### src/rtl/pong_ai_paddle_driver.sv
// AI opponent for single-player Pong: waits a reaction delay, then steps the
// paddle toward the ball (or back to mid-board) until inside a deadband.
module pong_ai_paddle_driver #(
  parameter int c_GAME_HEIGHT   = 30,
  parameter int c_PADDLE_HEIGHT = 6,
  parameter int c_REACTION_TIME = 2500000,
  parameter int c_DEADBAND      = 1
) (
  input  logic       i_Clk,
  input  logic       i_Rst,
  input  logic       i_Enable,
  input  logic       i_Game_Active,
  input  logic [5:0] i_Ball_Y,
  input  logic       i_Ball_Dir_X,
  input  logic [5:0] i_Paddle_Y,
  output logic       o_Paddle_Up,
  output logic       o_Paddle_Dn,
  output logic [1:0] o_State
);

  typedef enum logic [1:0] {
    IDLE    = 2'd0,
    WAIT    = 2'd1,
    MOVE_UP = 2'd2,
    MOVE_DN = 2'd3
  } state_t;

  localparam logic [7:0]  HALF_PADDLE = 8'(c_PADDLE_HEIGHT / 2);
  localparam logic [7:0]  MID_BOARD   = 8'(c_GAME_HEIGHT / 2);
  localparam logic [7:0]  DEADBAND    = 8'(c_DEADBAND);
  localparam logic [5:0]  Y_MAX       = 6'(c_GAME_HEIGHT - c_PADDLE_HEIGHT - 1);
  localparam logic [31:0] CNT_LAST    = 32'(c_REACTION_TIME - 1);

  state_t      state_q, state_d;
  logic [31:0] cnt_q, cnt_d;
  logic        up_q, up_d;
  logic        dn_q, dn_d;
  logic        dir_q;

  logic [7:0] center;
  logic [7:0] target;
  logic       want_up, want_dn;
  logic       dir_changed;

  // Extra headroom bit so center + deadband can never wrap.
  assign center      = {2'b00, i_Paddle_Y} + HALF_PADDLE;
  assign target      = i_Ball_Dir_X ? {2'b00, i_Ball_Y} : MID_BOARD;
  assign want_up     = (center > target + DEADBAND) && (i_Paddle_Y != '0);
  assign want_dn     = (center + DEADBAND < target) && (i_Paddle_Y != Y_MAX);
  assign dir_changed = i_Ball_Dir_X != dir_q;

  always_comb begin
    state_d = state_q;
    cnt_d   = cnt_q;
    if (!i_Enable || !i_Game_Active) begin
      state_d = IDLE;
      cnt_d   = '0;
    end else if (state_q != IDLE && dir_changed) begin
      state_d = WAIT;
      cnt_d   = '0;
    end else begin
      case (state_q)
        IDLE: begin
          state_d = WAIT;
          cnt_d   = '0;
        end
        WAIT: begin
          if (cnt_q == CNT_LAST) begin
            cnt_d = '0;
            if (want_up)      state_d = MOVE_UP;
            else if (want_dn) state_d = MOVE_DN;
          end else begin
            cnt_d = cnt_q + 32'd1;
          end
        end
        MOVE_UP: begin
          if (!want_up) begin
            state_d = WAIT;
            cnt_d   = '0;
          end
        end
        MOVE_DN: begin
          if (!want_dn) begin
            state_d = WAIT;
            cnt_d   = '0;
          end
        end
        default: begin
          state_d = IDLE;
          cnt_d   = '0;
        end
      endcase
    end
    up_d = (state_d == MOVE_UP);
    dn_d = (state_d == MOVE_DN);
  end

  always_ff @(posedge i_Clk) begin
    if (i_Rst) begin
      state_q <= IDLE;
      cnt_q   <= '0;
      up_q    <= 1'b0;
      dn_q    <= 1'b0;
      dir_q   <= 1'b0;
    end else begin
      state_q <= state_d;
      cnt_q   <= cnt_d;
      up_q    <= up_d;
      dn_q    <= dn_d;
      dir_q   <= i_Ball_Dir_X;
    end
  end

  assign o_Paddle_Up = up_q;
  assign o_Paddle_Dn = dn_q;
  assign o_State     = state_q;

endmodule
### config.mk
export PLATFORM = sky130hd
export DESIGN_NAME = pong_ai_paddle_driver
export DESIGN_NICKNAME = d
export VERILOG_FILES = /design/src/rtl/pong_ai_paddle_driver.sv
export SDC_FILE = /design/constraint.sdc
export NUM_CORES = 1
export LEC_CHECK = 0
export ABC_AREA = 1
export BUFFER_PORTS_ARGS = -buffer_cell sky130_fd_sc_hd__buf_2
export CORE_MARGIN = 2
export CORE_UTILIZATION = 55
export CTS_CLUSTER_DIAMETER = 120
export CTS_CLUSTER_SIZE = 14
export DETAILED_ROUTE_END_ITERATION = 8
export GPL_TIMING_DRIVEN = 0
export PLACE_DENSITY = 0.79
export SETUP_SLACK_MARGIN = 0.15
export SLEW_MARGIN = 0
export SYNTH_ARGS = -nofsm -noshare
export SYNTH_HDL_FRONTEND = slang
export SYNTH_SLANG_ARGS = --single-unit
export TNS_END_PERCENT = 100
### constraint.sdc
create_clock -name i_Clk -period 2.5 [get_ports i_Clk]
set_clock_uncertainty 0.15 [all_clocks]
set_input_delay 0.25 -clock i_Clk [delete_from_list [all_inputs] [get_ports i_Clk]]
set_output_delay 0.25 -clock i_Clk [all_outputs]
set_load 0.01 [all_outputs]
; After elaboration in Yosys (flattened, before gate mapping)
; Index checks and enable logic that the tools add are counted.
[totals]
ff_bits = 37
word_cells = 45
[op_classes]
add_sub_neg = 4
order_cmp = 2
n_eq_ne = 10
n_mux = 13
n_reduce_logical = 11
[op_table]
columns = cell, n
row1 = $pmux 32 s4, 1
row2 = $mux 32, 3
row3 = $add 32x1->32 const B, 1
row4 = $eq 32x22->1 const B, 1
row5 = $mux 2, 7
row6 = $add 7x1->8 const B, 1
row7 = $eq 2x2->1 const B, 4
row8 = $lt 8x6->1, 1
row9 = $pmux 2 s4, 1
row10 = $add 6x1->7 const B, 1
row11 = $add 6x2->7 const B, 1
row12 = $gt 7x7->1, 1
row13 = $mux 6, 1
row14 = $ne 6x5->1 const B, 1
row15 = $reduce_bool 6->1, 1
row16 = $ne 2x2->1 const B, 2
row17 = $logic_and 1x1->1, 3
row18 = $reduce_or 3->1, 1
row19 = $eq 2x1->1 const B, 1
row20 = $logic_not 1->1, 2
row21 = $logic_not 2->1, 1
row22 = $reduce_and 2->1, 1
row23 = $reduce_bool 2->1, 1
row24 = $logic_or 1x1->1, 1
row25 = $ne 1x1->1, 1

; Logic depth before layout (Yosys ltp)
[logic_depth]
word_depth = 11
mapped_depth = 20
depth_no_buf = 20

; Least setup slack after synthesis
; Ideal clock, no wire load.
[synth_path]
kind = input port to flip-flop
start = in i_Paddle_Y[0]
end = reg cnt_q[29]
t_arrival_ns = 2.385
t_required_ns = 2.279
setup_slack_ns = -0.106
cell_stages = 14
n_path_buf = 1
path_cell_list = inv_2 ha_1 nor4_1 xor2_1 ha_1 a21oi_1 o21ai_0 a21o_1 nand2_1 nand4_1 nand2_4 buf_12 nand2_2 a21oi_2
[synth_via]
elab_chain_cells = 6
word_cells_on_any_way = 11
[synth_lines]
columns = element, line
row1 = from (decl), 15  ; input logic [5:0] i_Paddle_Y,
row2 = $add 6x2->7, 46  ; assign center = {2'b00, i_Paddle_Y} + HALF_PADDLE;
row3 = $add 7x1->8, 49  ; assign want_dn = (center + DEADBAND < target) && (i_Paddle_Y != Y_MAX);
row4 = $lt 8x6->1, 49
row5 = $logic_and 1x1->1, 49
row6 = $ne 2x2->1 (no source line), -
row7 = $reduce_and 2->1 (no source line) (*), -
row8 = to (signal assigned), 107  ; cnt_q <= cnt_d;
row9 = to (decl), 35  ; logic [31:0] cnt_q, cnt_d;
; Every way passes the cells marked *; elsewhere a longest branch is shown, timed or not.
; A chain may end at the register's enable or synchronous reset.

; Worst setup path in the final report
[layout_path]
start = in i_Ball_Dir_X
end = reg cnt_q[30]
[layout_via]
elab_chain_cells = 6
word_cells_on_any_way = 12
[layout_lines]
columns = element, line
row1 = from (decl), 14  ; input logic i_Ball_Dir_X,
row2 = $mux 6, 47  ; assign target = i_Ball_Dir_X ? {2'b00, i_Ball_Y} : MID_BOARD;
row3 = $add 6x1->7, 48  ; assign want_up = (center > target + DEADBAND) && (i_Paddle_Y != '0);
row4 = $gt 7x7->1, 48
row5 = $logic_and 1x1->1, 48
row6 = $ne 2x2->1 (no source line), -
row7 = $reduce_and 2->1 (no source line), -
; Parallel ways exist; a longest one is shown, timed or not.

==> metrics.txt <==
Fmax 0.384 GHz; Min-Delay Path Class in2reg; max incr delay on CP 0.41 ns; FF-to-FF path depth 11; Row Count 28; Post-synth top flop dfxtp_1; DR WL/cell 14.6 um; IO Count 21; Gate Count Post-Synth 498; final period utilization 104%; final hold vios 0; total gr overflow 0; routed wire length 9.00 mm; Critical R2R Launch cnt_q[1]$_SDFFE_PP0P_; Num CTS Buffers 5; Max-Slew Margin vs Limit 51.5%; Leak 1.95 nW; Seq/Total Area, Yosys 22.5%; ranking of synthesized cells by area dfxtp_1 22%, nand2_1 11%, a21oi_2 8.0%, inv_1 7.3%, nand2_2 7.2%; Slew Viols, Final 0; outcome finished, violations left; register clock-pin slew on the reported worst setup and hold paths 0.08 ns; failing checks negative setup slack; Final Wtd Congestion 1.01; FFs w/ async S/R, synth 0%; 1st-iter DRT viols 380; GR Util All Layers 28.2%; core area 5850 um2; Post-synth EDFFs 0; P&R area growth vs syn 24.3%; CP max-delay cell nor3_1; cell taking the most area after synthesis dfxtp_1; Critical Path Stages 18; Worst Path Class, Setup in2reg; count of input and output buffers 19; Die Span X 81.4 um; root buffer cell clkbuf_8; Least-Margin Pin Slew 0.728 ns; Critical Path Source i_Ball_Dir_X; CP top delay family simple AND/OR/NAND/NOR gates; Reg-to-Reg End cnt_q[26]$_SDFFE_PP0P_; setup ws final -0.104 ns; total power 1.42 mW; Initial Util 56.4%; CP Data Required Time 2.58 ns; maximum fanout along the worst path 8; Hold Crit Endpoint dir_q$_SDFF_PP0_; top cells by instance count after synthesis 99 x nand2_1, 64 x inv_1, 45 x nor2_1; r2r setup slk 0.22 ns; CTS H-tree depth 2; YS warnings 0; ANT nets after route 0; setup violators final 35; vias in the first global route 3208; Max-cap violations 0; drt drc 0; CTS max path bufs 2; Die H 81.4 um; post-DR vias/cell 5.55; syn_area_per_cell 6.62 um2; Post-Syn Area 3300 um2; Antenna diodes 0; crit path buf inv count 5; CP cell instances buf_6 -> nand2_1 -> nor3_1 -> xor2_1 -> ha_1 -> nand2_1 -> inv_2 -> nand2_2 -> inv_2 -> nand3_2 -> nor2_4 -> nor2_4 -> nand3_2 -> nand2_4 -> buf_12 -> buf_12 -> nand2_4 -> a21oi_2; Die ar. 6630 um2; area share of the largest cell type after synthesis 22.5%; DPL Wire Length 6.53 mm; Fillers 463; Via Count 3412; Post-Layout Cell Count 615; flops & latches, synth 37; Worst setup SP type input port; CP endpoint kind flip-flop; RSZ-0062 raised after global routing true; syn_nets 531; Power Density 346 nW/um2; placed insts 592; crit path DAT 2.68 ns; HP Start i_Ball_Dir_X; multi-input logic area 2470 um2; Sink Count 37; post-synth cell types 37; Max VDD drop 0.298 mV; Final min period 2.60 ns; initial antenna violation count 0; FF/Latch Area 741 um2; nets 572; largest net degree at the start of global routing 12; CTS tree yes; first-pass GRT wire length 14.6 mm; most common cell in the netlist nand2_1; Worst-Skew Late Latency 0.30 ns; hold path depth 3; layout cells sized above 1 30.4%; router iterations before antenna repair 5
-- power by group --
part	leakage, nW	switching (mW)	internal [mW]	total [mW]
clock network	0.0585	0.229	0.326	0.554
registers	0.298	0.00138	0.590	0.592
logic	1.59	0.158	0.114	0.272
-- state kept, by name, indices dropped and copies added (netlist names) --
| register | count |
|---|---|
| o_Paddle_Dn | 1 |
| o_State | 2 |
| cnt_q | 32 |
| dir_q | 1 |
| o_Paddle_Up | 1 |
-- repair_timing --
item / CTS / global route
hold buffers: 1 / 0
pin swaps: 15 / 20
setup buffers: 11 / 2
resized for setup: 35 / 27
endpoints found under the hold margin: 1 / 0
endpoints found under the setup margin: 35 / 35
gates cloned: 1 / 0
-- worst max-delay path by stage --
stage | to | slack, ns
4_1_cts | cnt_q[30]$_SDFFE_PP0P_ | -0.008
2_1_floorplan | cnt_q[19]$_SDFFE_PP0P_ | 0.11
6_report | cnt_q[30]$_SDFFE_PP0P_ | -0.10
3_3_place_gp | cnt_q[5]$_SDFFE_PP0P_ | -0.39
5_1_grt | cnt_q[30]$_SDFFE_PP0P_ | -0.22
3_5_place_dp | cnt_q[30]$_SDFFE_PP0P_ | -0.53
-- stage by stage --
stage	TNS (ns)	util (%)	setup slack (ns)	instance area (um2)	hold slack (ns)
2_1_floorplan	0	-	0.107	3370	0.172
3_3_place_gp	-13.04	60.8	-0.394	3560	0.275
3_5_place_dp	-16.97	60.8	-0.527	3560	0.278
4_1_cts	-0.00784	67.7	-0.00784	3960	0.0786
5_1_grt	-6.20	70.1	-0.218	4100	0.0830
6_report	-1.92	70.1	-0.104	4100	0.0733
-- cells by family after synthesis --
family	Yosys count	share of synthesized area, %
compound gates	51	11.6
xor+xnor	17	4.52
fa+ha+maj	16	6.07
buf+inv	82	11.3
flops	37	22.5
simple gates	295	44.1
-- layout by cell type, fill, tap and decap left out, types with 2 or more instances in the layout --
master | netlist | routed
inv_1 | 64 | 59
nand4_1 | 19 | 19
ha_1 | 16 | 12
xor2_1 | 13 | 12
nor2_2 | 2 | 3
nor3_1 | 22 | 22
nor2_1 | 45 | 40
clkbuf_2 | 3 | 3
clkbuf_1 | 5 | 6
or2_2 | 8 | 8
buf_12 | 3 | 6
nand2_4 | 1 | 28
nand3b_1 | 4 | 4
o21ai_1 | 1 | 2
nand3_1 | 41 | 40
nor4_1 | 9 | 8
nand2_1 | 99 | 95
xnor2_1 | 4 | 3
a21oi_1 | 8 | 7
buf_4 | 0 | 9
inv_2 | 3 | 6
ha_4 | 0 | 3
nand2_2 | 38 | 15
o21ai_0 | 7 | 6
buf_2 | 1 | 18
a21oi_2 | 30 | 31
clkbuf_8 | 0 | 6
buf_6 | 1 | 3
dfxtp_1 | 37 | 37
nand3_2 | 4 | 4
nor2_4 | 1 | 5
-- worst reg2reg max path, delay by kind of cell (launching register included) --
family | cells | cell delay (ns)
AO/OA/AOI/OAI | 1 | 0.16
adder cells (fa/ha/maj) | 1 | 0.23
buffers and inverters | 1 | 0.12
flip-flops | 1 | 0.45
AND/OR/NAND/NOR | 8 | 1.11
-- routing by layer --
metal / part of all wire [%] / track usage [%] / vias up / wire length, um
met1: 43 / 36.4 / 1559 / 3890
met5: 0 / 0 / - / 0
li1: - / - / 1710 / -
met4: 2.0 / 6.78 / 0 / 184
met2: 47 / 46.7 / 122 / 4270
met3: 7.2 / 7.47 / 21 / 652
-- layout make-up --
cell class	count	share of cell area (%)
buffer	13	2.69
sequential	37	18.1
tap	75	2.29
multi-input combinational	379	60.3
clock inverter	1	0.733
clock buffer	7	2.11
timing repair buffer	34	7.02
inverter	69	6.81
(Power assumes the default switching activity.)
